==> src/rtl/tag_pkg.sv <==
// Shared definitions for the tag issuer and the tag-buffer columns it serves.
package tag_pkg;

    // Issue-sequence states.
    typedef enum logic [1:0] {
        ST_IDLE  = 2'd0,
        ST_ISSUE = 2'd1,
        ST_WAIT  = 2'd2,
        ST_DONE  = 2'd3
    } tag_state_e;

    // Tag width: one more bit than needed to index the columns, so tag value
    // NUM_COL is representable and 0 stays reserved as the "no tag" value.
    function automatic int unsigned tag_width(input int unsigned num_col);
        return $clog2(num_col) + 1;
    endfunction

endpackage

==> src/rtl/tag_timer.sv <==
// Wait counter for one column lock, with terminal-count detection.
module tag_timer #(
    parameter int unsigned LIMIT = 16
) (
    input  logic clk,
    input  logic rstn,
    input  logic clear,
    input  logic en,
    output logic expired
);
    localparam int unsigned CNT_W = $clog2(LIMIT) + 1;

    logic [CNT_W-1:0] cnt_q;
    logic [CNT_W-1:0] cnt_d;
    logic [CNT_W-1:0] cnt_inc;

    // Next count: clear wins over enable.
    always_comb begin
        cnt_inc = cnt_q + CNT_W'(1);
        cnt_d   = cnt_q;
        if (clear) begin
            cnt_d = '0;
        end else if (en) begin
            cnt_d = cnt_inc;
        end
    end

    // Expiry flags the cycle in which this increment reaches LIMIT-1.
    assign expired = en && !clear && (cnt_inc == CNT_W'(LIMIT - 1));

    // Count register.
    always_ff @(posedge clk or negedge rstn) begin
        if (!rstn) begin
            cnt_q <= '0;
        end else begin
            cnt_q <= cnt_d;
        end
    end
endmodule

==> src/rtl/tag_issuer.sv <==
// Issues tags 1..N to all columns, one at a time, waiting for each column lock.
module tag_issuer
    import tag_pkg::*;
#(
    parameter  int unsigned NUM_COL = 4,
    parameter  int unsigned TIMEOUT = 16,
    localparam int unsigned TAG_W   = tag_width(NUM_COL)
) (
    input  logic               clk,
    input  logic               rstn,
    input  logic               start,
    input  logic [TAG_W-1:0]   num_tags,
    input  logic               abort,
    input  logic [NUM_COL-1:0] tag_lock_in,
    output logic               flush_tag,
    output logic [TAG_W-1:0]   tag_out,
    output logic               busy,
    output logic               done,
    output logic               err
);
    localparam logic [TAG_W-1:0] MAX_TAGS = TAG_W'(NUM_COL);

    tag_state_e       state_q, state_d;
    logic [TAG_W-1:0] cur_tag_q, cur_tag_d;
    logic [TAG_W-1:0] n_q, n_d;
    logic [TAG_W-1:0] tag_out_q, tag_out_d;
    logic             flush_tag_q, flush_tag_d;
    logic             busy_q, busy_d;
    logic             done_q, done_d;
    logic             err_q, err_d;

    logic             lock_hit;
    logic             timer_clear;
    logic             timer_en;
    logic             timer_expired;

    // Only the lock bit of the column matching the current tag matters.
    assign lock_hit    = |(tag_lock_in & (NUM_COL'(1) << (cur_tag_q - TAG_W'(1))));
    assign timer_clear = (state_q == ST_ISSUE);
    assign timer_en    = (state_q == ST_WAIT) && !lock_hit && !abort;

    tag_timer #(
        .LIMIT (TIMEOUT)
    ) u_timer (
        .clk     (clk),
        .rstn    (rstn),
        .clear   (timer_clear),
        .en      (timer_en),
        .expired (timer_expired)
    );

    // Next state and next output values; outputs are registered against the
    // next state so each strobe lines up with the state it belongs to.
    always_comb begin
        state_d     = state_q;
        cur_tag_d   = cur_tag_q;
        n_d         = n_q;
        tag_out_d   = tag_out_q;
        flush_tag_d = 1'b0;
        done_d      = 1'b0;
        err_d       = err_q;

        case (state_q)
            ST_IDLE: begin
                if (start) begin
                    n_d       = (num_tags > MAX_TAGS) ? MAX_TAGS : num_tags;
                    cur_tag_d = TAG_W'(1);
                    err_d     = 1'b0;
                    if (n_d == '0) begin
                        state_d = ST_DONE;
                        done_d  = 1'b1;
                    end else begin
                        state_d     = ST_ISSUE;
                        flush_tag_d = 1'b1;
                        tag_out_d   = TAG_W'(1);
                    end
                end
            end
            ST_ISSUE: begin
                state_d = ST_WAIT;
            end
            ST_WAIT: begin
                if (lock_hit) begin
                    if (cur_tag_q == n_q) begin
                        state_d = ST_DONE;
                        done_d  = 1'b1;
                    end else begin
                        cur_tag_d   = cur_tag_q + TAG_W'(1);
                        state_d     = ST_ISSUE;
                        flush_tag_d = 1'b1;
                        tag_out_d   = cur_tag_d;
                    end
                end else if (timer_expired) begin
                    err_d   = 1'b1;
                    state_d = ST_DONE;
                    done_d  = 1'b1;
                end
            end
            ST_DONE: begin
                state_d = ST_IDLE;
            end
            default: begin
                state_d = ST_IDLE;
            end
        endcase

        // Abort overrides whatever the state decided above, including a
        // lock or timeout seen in the same cycle.
        if (abort && (state_q != ST_IDLE)) begin
            state_d     = ST_IDLE;
            cur_tag_d   = cur_tag_q;
            tag_out_d   = tag_out_q;
            flush_tag_d = 1'b0;
            done_d      = 1'b0;
            err_d       = err_q;
        end

        busy_d = (state_d != ST_IDLE);
    end

    // State, tag counter and output registers.
    always_ff @(posedge clk or negedge rstn) begin
        if (!rstn) begin
            state_q     <= ST_IDLE;
            cur_tag_q   <= '0;
            n_q         <= '0;
            tag_out_q   <= '0;
            flush_tag_q <= 1'b0;
            busy_q      <= 1'b0;
            done_q      <= 1'b0;
            err_q       <= 1'b0;
        end else begin
            state_q     <= state_d;
            cur_tag_q   <= cur_tag_d;
            n_q         <= n_d;
            tag_out_q   <= tag_out_d;
            flush_tag_q <= flush_tag_d;
            busy_q      <= busy_d;
            done_q      <= done_d;
            err_q       <= err_d;
        end
    end

    assign flush_tag = flush_tag_q;
    assign tag_out   = tag_out_q;
    assign busy      = busy_q;
    assign done      = done_q;
    assign err       = err_q;
endmodule

==> config.mk <==
export PLATFORM = sky130hd
export DESIGN_NAME = tag_issuer
export DESIGN_NICKNAME = d
export VERILOG_FILES = /design/src/rtl/tag_pkg.sv /design/src/rtl/tag_timer.sv /design/src/rtl/tag_issuer.sv
export SDC_FILE = /design/constraint.sdc
export NUM_CORES = 1
export LEC_CHECK = 0
export ABC_AREA = 1
export ABC_CLOCK_PERIOD_IN_PS = 6400
export BUFFER_PORTS_ARGS = -buffer_cell sky130_fd_sc_hd__buf_2
export CAP_MARGIN = 20
export CORE_ASPECT_RATIO = 1.75
export CORE_MARGIN = 2
export CORE_UTILIZATION = 40
export CTS_CLUSTER_DIAMETER = 150
export CTS_CLUSTER_SIZE = 16
export DETAILED_ROUTE_END_ITERATION = 7
export HOLD_SLACK_MARGIN = 0.03
export PLACE_DENSITY_LB_ADDON = 0.25
export SYNTH_ARGS = -nofsm -noshare
export SYNTH_HDL_FRONTEND = slang
export SYNTH_HIERARCHICAL = 1
export SYNTH_SLANG_ARGS = --single-unit
==> constraint.sdc <==
create_clock -name clk -period 6.4 [get_ports clk]
set_input_delay 1.28 -clock clk [delete_from_list [all_inputs] [get_ports clk]]
set_output_delay 1.28 -clock clk [all_outputs]
set_load 0.05 [all_outputs]
## Word-level counts from Yosys, hierarchy flattened

Cells that the tools add are included.

| word-level totals | value |
|---|---|
| output and inout bits | 7 |
| input port bits | 11 |
| flip-flop bits (word level) | 20 |
| word-level logic and storage cells | 80 |

| operators by class | value |
|---|---|
| eq/ne operators | 11 |
| shifts and indexed selects | 1 |
| bitwise logic cells | 2 |
| multiplexer cells | 34 |
| add/sub/neg operators | 3 |
| order comparisons | 1 |
| reductions and logical operators | 19 |

Operators by type and width:

| kind | count |
|---|---|
| two-way mux 3 bit | 6 |
| two-way mux 1 bit | 14 |
| two-way mux 2 bit | 6 |
| inequality test 2 bit (second input constant) | 6 |
| case mux 3 bit (2 select lines) | 2 |
| two-way mux 5 bit | 2 |
| AND reduction 5 bit | 2 |
| case mux 2 bit (4 select lines) | 1 |
| nonzero test 2 bit | 4 |
| case mux 1 bit (2 select lines) | 3 |
| AND reduction 6 bit | 1 |
| adder 5 x 1 -> 5 bit (second input constant) | 1 |
| == test 5 x 4 -> 1 bit (second input constant) | 1 |
| logical AND 1 bit | 5 |
| bitwise AND 4 bit | 1 |
| == test 2 bit (second input constant) | 2 |
| OR reduction 4 bit | 1 |
| left shift 1 x 3 -> 4 bit (first input constant) | 1 |
| adder 3 x 1 -> 3 bit (second input constant) | 1 |
| == test 3 bit | 1 |
| greater-than comparator 3 bit (second input constant) | 1 |
| zero test 1 bit | 3 |
| zero test 3 bit | 1 |
| subtractor 3 x 1 -> 3 bit (second input constant) | 1 |
| other kinds (4) | 4 |

## Depth between registers and ports, before layout

Gate-level depths: netlist of run 1.

| logic depth | value |
|---|---|
| depth after elaboration | 14 |
| gate-level depth with buffers | 17 |
| gate-level depth less buffers | 17 |

## Hierarchy

Netlist of run 1, hierarchy kept.

By module, submodules not included:

| module | area each (sq um) | cells each | instances | seq. area each (sq um) |
|---|---|---|---|---|
| tag_issuer | 902.1 | 115 | 1 | 375.4 |
| tag_timer | 316.6 | 41 | 1 | 125.1 |

## Worst setup path after synthesis of run 1

No wires, ideal clock.

| path | value |
|---|---|
| path type | input port to flip-flop |
| start | in tag_lock_in[2] |
| end | reg busy_q (netlist: busy) |
| setup time | 0.065 ns |
| data arrival time | 2.610 ns |
| path slack | 3.725 ns |
| stages on the path | 15 |
| path buffers | 0 |
| required time | 6.335 ns |
| cell sequence | nand2_1 > nand2_1 > nor2_1 > nor2_4 > nor3_1 > inv_1 > nor2_8 > nand4_1 > nor2_1 > inv_1 > nand2_1 > nand2_1 > nand2_1 > nand2_1 > nand2_1 |

| between the ends | value |
|---|---|
| cells in the longest elaborated chain, start to end | 12 |

RTL lines:

| what | line | source |
|---|---|---|
| start: declaration | tag_issuer.sv:14 | `input logic [NUM_COL-1:0] tag_lock_in,` |
| bitwise AND 4 bit | tag_issuer.sv:38 | `assign lock_hit = \|(tag_lock_in & (NUM_COL'(1) << (cur_tag_q - TAG_W'(1))));` |
| OR reduction 4 bit | tag_issuer.sv:38 |  |
| zero test 1 bit | tag_issuer.sv:40 | `assign timer_en = (state_q == ST_WAIT) && !lock_hit && !abort;` |
| logical AND 1 bit (2 in a row) | tag_issuer.sv:40 |  |
| named net timer_en | tag_issuer.sv:34 | `logic timer_en;` |
| logical AND 1 bit (2 in a row) | tag_timer.sv:29 | `assign expired = en && !clear && (cnt_inc == CNT_W'(LIMIT - 1));` |
| named net timer_expired | tag_issuer.sv:35 | `logic timer_expired;` |
| two-way mux 2 bit | tag_issuer.sv:93 | `end else if (timer_expired) begin` |
| two-way mux 2 bit | tag_issuer.sv:83 | `if (lock_hit) begin` |
| case mux 2 bit (4 select lines) | tag_issuer.sv:63 | `case (state_q)` |
| two-way mux 2 bit | tag_issuer.sv:109 | `if (abort && (state_q != ST_IDLE)) begin` |
| nonzero test 2 bit | tag_issuer.sv:118 | `busy_d = (state_d != ST_IDLE);` |
| named net busy_d | tag_issuer.sv:28 | `logic busy_q, busy_d;` |
| end signal: assignment | tag_issuer.sv:138 | `busy_q <= busy_d;` |
| end: declaration | tag_issuer.sv:28 |  |

The timed path passes the listed nets, and every way through them passes these cells.
A chain may end at the register's enable or synchronous reset.

## Worst setup path after layout of run 1

| path | value |
|---|---|
| start | in tag_lock_in[3] |
| end | reg busy_q (netlist: busy) |

Same word-level chain as after synthesis.

==> impl_metrics.ini, run 1 <==
[status]
status = completed

[sta]
post-route-period-util = 0.417
max_slew_margin = 0.700
fmax_ghz = 0.374
drv_slew = 0
worstMarginPinSlew_ns = 0.449
period_needed_ns = 2.67
setup_viol = 0
finalSetupTns_ns = 0
skew_ns = 0.00268
finalHoldViolCount = 0
rsz0062_at_grt = false

[synthesis]
ys_seq_area_frac = 0.411
ys_seq_elements = 20
synthMostInstantiatedCell = nand2_1
synth.avg_cell_area_sq_um = 7.81
ys_warn_count = 6
yosysUniqueCellTypes = 21
synth-edff-count = 0
synthTopCellsByArea = dfrtp_1, nand2_1, ha_1, inv_1, nand3_1
synth_area_sq_mm = 0.00122
synthDominantCellAreaShare = 0.411
ys_async_sr_fraction = 1.00
synth_cells = 156
synth_top_area_cell = dfrtp_1
synth_ff_type = dfrtp_1
yosys-top-cells-count = nand2_1, dfrtp_1, inv_1
synth_nets = 174

[drt]
vias_per_cell = 4.84
via_count = 988
route.detailed.wl_per_inst_um = 10.9
wl_um = 2230
ant_nets = 0
drt_iter0_markers = 12
firstDrtPassIters = 4
route.detailed.drc = 0

[critical_path]
r2r_cells = 17
rrSetupSlack_ns = 4.10
critPathRequiredTime_ns = 6.60
critPathLaunch = tag_lock_in[3]
worst-setup-path-type = in2reg
reg2reg_from = cur_tag_q[0]
r2r-end = busy
critical_path.endpoint_type = register
worstPathArrival_ns = 2.88
path_max_fanout = 6
worstSetupStartpointType = primary input

[grt]
grt_max_degree = 21
track_usage = 0.144
grt_pass1_wl_um = 3840
antenna_found_initial = 0
grt-ovfl-total = 0
first_global_vias = 944

[finish]
antennaDiodeCount = 0
drive_above_1_share = 0.233
fillCellCount = 284
finalNetCount = 195
area_growth_pct = 14.8
final_cell_area_sq_mm = 0.00140
instances_no_fill = 204

[floorplanning]
pin_count = 18
die_area_sq_mm = 0.00352
die_h_um = 77.0
initial_core_util = 0.416
die_x_um = 45.7
core_area_sq_mm = 0.00293
floorplan.rows = 26

[clocking]
clkTransAtPathRegs_ns = 0.08
cts_setup_buffers = 0
clock_sinks = 20
cts_tree = yes
clock_latency_ns = 0.26
cts-root-buf = clkbuf_8
cts_buffer_depth = 2
htree_levels = 1
cts_hold_buffers = 0
numCtsBuffers = 3
cts_resized = 0

[min_path]
holdPathEnd = tag_out[2]
min_path_cells = 2
min_from = tag_out[2]
worstHoldPathType = reg2reg

[job]
max-cap-violations = 0

[pwr]
leakagePower_nw = 0.755
total_power_w = 0.000649
ir_drop_v = 0.000240
power_density_mw_per_mm2 = 464

[placement]
placed_cell_area_sq_mm = 0.00133
port_buffers = 17
hpwl_um = 1850
place_congestion = 0.890
dpl.cell_count = 200
[final cells by class]
class / instances / area (sq um) / area share
Inverter: 25 / 93.8 / 0.0671
Multi-Input combinational cell: 110 / 613 / 0.438
Clock buffer: 3 / 41.3 / 0.0295
Sequential cell: 20 / 500 / 0.358
Clock inverter: 1 / 30.0 / 0.0215
Timing Repair Buffer: 17 / 85.1 / 0.0608
Tap cell: 28 / 35.0 / 0.0250
[cells by family (layout without fill, tap and decap cells)]
family                   Yosys count  after routing  synth area share
AO/OA/AOI/OAI                     10             10            0.0411
AND/OR/NAND/NOR                   89             89             0.355
buffers and inverters             26             46            0.0862
adder cells (fa/ha/maj)            7              7            0.0719
XOR/XNOR                           4              4            0.0349
flip-flops                        20             20             0.411
[critical path: stages]
cell and delay (ns):
buf_2 0.10, nand2_1 0.06, nand2_1 0.07, nor2_1 0.18, nor2_4 0.06, nor3_1 0.24, inv_1 0.16, nor2_8 0.13
nand4_1 0.09, nor2_1 0.14, inv_1 0.05, nand2_1 0.08, nand2_1 0.06, nand2_1 0.05, nand2_1 0.06, nand2_1 0.06
[sequential cells by signal, indices dropped and copies added (netlist names)]
register / count
flush_tag: 1
busy: 1
cur_tag_q: 3
tag_out: 3
state_q: 2
n_q: 3
err: 1
done: 1
u_timer/cnt_q: 5
[worst max path at each step]
stage            to  slack, ns  cells after the start
2_1_floorplan  busy       3.72                     15
3_3_place_gp   busy       3.50                     16
3_5_place_dp   busy       3.45                     16
4_1_cts        busy       3.71                     16
5_1_grt        busy       3.54                     16
6_report       busy       3.73                     16
[where the power goes]
part / total (W) / switching [W] / internal, W
logic: 0.000319 / 0.000217 / 0.000102
clock network: 0.000127 / 0.0000432 / 0.0000835
registers: 0.000204 / 0.0000363 / 0.000167
[routing by layer]
| metal | share of wire | global-route usage |
|---|---|---|
| met5 | 0 | 0 |
| met3 | 0.025 | 0.0212 |
| met1 | 0.39 | 0.163 |
| met2 | 0.57 | 0.262 |
| met4 | 0.012 | 0.0429 |
[per-stage QoR]
stage	util	setup slack (ns)	hold WS, ns
after floorplan	-	3.72	0.487
after global placement	0.453	3.50	0.457
after detailed placement	0.453	3.45	0.456
after CTS	0.478	3.71	0.476
after global routing	0.478	3.54	0.503
final	0.478	3.73	0.473
[cells in the final DEF, fill, tap and decap left out]
| master | n |
|---|---|
| nor3_1 | 2 |
| a21oi_1 | 2 |
| nor2_2 | 3 |
| o21ai_1 | 5 |
| ha_1 | 7 |
| inv_1 | 20 |
| xnor2_1 | 3 |
| o21ai_0 | 3 |
| nor2_4 | 3 |
| nor2_8 | 1 |
| buf_2 | 17 |
| nand2_4 | 2 |
| nand4_1 | 3 |
| bufinv_16 | 1 |
| nand2_2 | 5 |
| xor2_2 | 1 |
| inv_2 | 5 |
| nand3_1 | 9 |
| nand2_1 | 49 |
| nand3b_1 | 1 |
| dfrtp_1 | 20 |
| clkbuf_8 | 3 |
| nor2_1 | 11 |
Note: power is estimated with default switching activity, not from simulation.
==> run 2, diff against run 1 <==
Settings changed: ABC_CLOCK_PERIOD_IN_PS 6400 to 2350.
Clock period 6.4 ns to 2.35 ns, I/O delays scaled along.
==> run 2 against run 1 <==
  * Combinational power rose to 2.8 times the previous value
  * Die area is the same
  * Via count is 1.0% higher
  * Register-to-register slack got worse by 3.9 ns
  * Clock skew rose by 0.00057 ns
  * Sequential power rose to 2.7 times the previous value
  * Largest cell class unchanged
  * Largest power group unchanged
==> impl_metrics.ini, run 2 (synthesis results as in run 1) <==
[clocking]
clock_sinks = 20
cts_buffer_depth = 2
htree_levels = 1
cts_tree = yes
clkTransAtPathRegs_ns = 0.08
clock_latency_ns = 0.26
cts_setup_buffers = 0
numCtsBuffers = 3
cts-root-buf = clkbuf_8

[critical_path]
critical_path.endpoint_type = register
cp_cell_sequence = inv_1 -> ha_1 -> xor2_2 -> nor2_4 -> nor3_2 -> inv_1 -> nor2_8 -> nand4_1 -> nor2_1 -> inv_1 -> nand2_1 -> nand2_1 -> nand2_1 -> nand2_1 -> nand2_1
critPathBufInv = 3
worstPathArrival_ns = 2.38
crit_path_frequent_cell = nand2_1
critPathRequiredTime_ns = 2.56
path_max_fanout = 6
worst_path_max_delay_cell = dfrtp_1
slowest_delay_ns = 0.43
worst-setup-path-type = reg2reg
worstSetupStartpointType = register
cp_top_family = simple AND/OR/NAND/NOR gates

[finish]
finalNetCount = 195
area_growth_pct = 14.2
fillCellCount = 304
instances_no_fill = 204
regMostFlops = u_timer/cnt_q
largest_reg_flops = 5
antennaDiodeCount = 0
final_common_cell = nand2_1
drive_above_1_share = 0.250
final_cell_mix = nand2_1, inv_1, dfrtp_1
final_util = 0.475

[drt]
vias_per_cell = 4.89
firstDrtPassIters = 4
route.detailed.drc = 0
via_count = 998
route.detailed.wl_per_inst_um = 11.6
ant_nets = 0
drt_iter0_markers = 7
wl_um = 2370

[sta]
skew_ns = 0.00325
drv_slew = 0
period_needed_ns = 2.17
whs_ns = 0.142
post-route-period-util = 0.925
worstMarginPinSlew_ns = 0.456
setup_viol = 0
max_slew_margin = 0.696
fmax_ghz = 0.460
finalHoldViolCount = 0

[grt]
grt_max_degree = 21
antenna_found_initial = 0
track_usage = 0.155
grt_pass1_wl_um = 4120
grt-ovfl-total = 0
first_global_vias = 1043

[pwr]
leakagePower_nw = 0.748
ir_drop_v = 0.000695
total_power_w = 0.00171
power_density_mw_per_mm2 = 1230

[placement]
port_buffers = 17
dpl.cell_count = 200
hpwl_um = 1940
place_congestion = 0.856

[status]
status = completed

[floorplanning]
die_h_um = 77.0
pin_count = 18
floorplan.rows = 26
die_area_sq_mm = 0.00352
initial_core_util = 0.416
die_x_um = 45.7
core_area_sq_mm = 0.00293

[min_path]
worstHoldPathType = in2async

[job]
max-cap-violations = 0
==> run 2: changes by cell type in the layout (fill, tap and decap cells not counted), sizes merged <==
cell / before / now
bufinv: 1 / 0
clkbuf: 3 / 4
==> run 2: repair_timing <==
| action | CTS | global route |
|---|---|---|
| setup endpoints to repair | 0 | 4 |
| hold buffers | 0 | 0 |
| gates resized for setup | 0 | 3 |
==> run 2: path summary, 6_finish.rpt <==
check                             start                to  slack (ns)  cells after the start
max in group asynchronous          rstn      cur_tag_q[0]        1.86                      1
setup / recovery           cur_tag_q[1]              busy        0.18                     15
hold / removal                     rstn  u_timer/cnt_q[1]        0.14                      1
min in group clk            num_tags[0]            n_q[0]        0.44                      3
hold reg to reg              tag_out[0]        tag_out[0]        0.47                      2
setup reg to reg           cur_tag_q[1]              busy        0.18                     15
==> run 2: worst register-to-register path: cells and delay by family (launching register included) <==
family,cells,cell delay (ns)
XOR/XNOR,1,0.19
adder cells (fa/ha/maj),1,0.25
buffers and inverters,3,0.32
flip-flops,1,0.43
AND/OR/NAND/NOR,10,0.91
==> run 2: layer usage <==
layer | track usage | routed length (um) | up-vias
li1 | - | - | 512
met3 | 0.0212 | 50 | 5
met4 | 0.0600 | 52 | 0
met1 | 0.159 | 888 | 469
met2 | 0.292 | 1380 | 12
met5 | 0 | 0 | -
==> run 2: area by class of cell <==
type                            instances  area (sq um)  share of cell area
Clock buffer                            4          55.1              0.0396
Tap cell                               28          35.0              0.0252
Sequential cell                        20           502               0.361
Multi-Input combinational cell        110           621               0.446
Inverter                               25          93.8              0.0674
Timing Repair Buffer                   17          85.1              0.0612
==> run 2: power breakdown <==
part	internal (W)	total [W]	switching (W)
Combinational	0.000280	0.000889	0.000609
Clock	0.000149	0.000271	0.000122
Sequential	0.000458	0.000555	0.0000970
==> run 2: metrics by stage <==
step	TNS (ns)	instance area, sq um	setup WS (ns)
after global routing	-0.0939	1390	-0.0433
after CTS	0	1380	0.0323
final	0	1390	0.177
after detailed placement	0	1330	0.0537
after global placement	0	1330	0.0991
after floorplan	0	1220	0.297
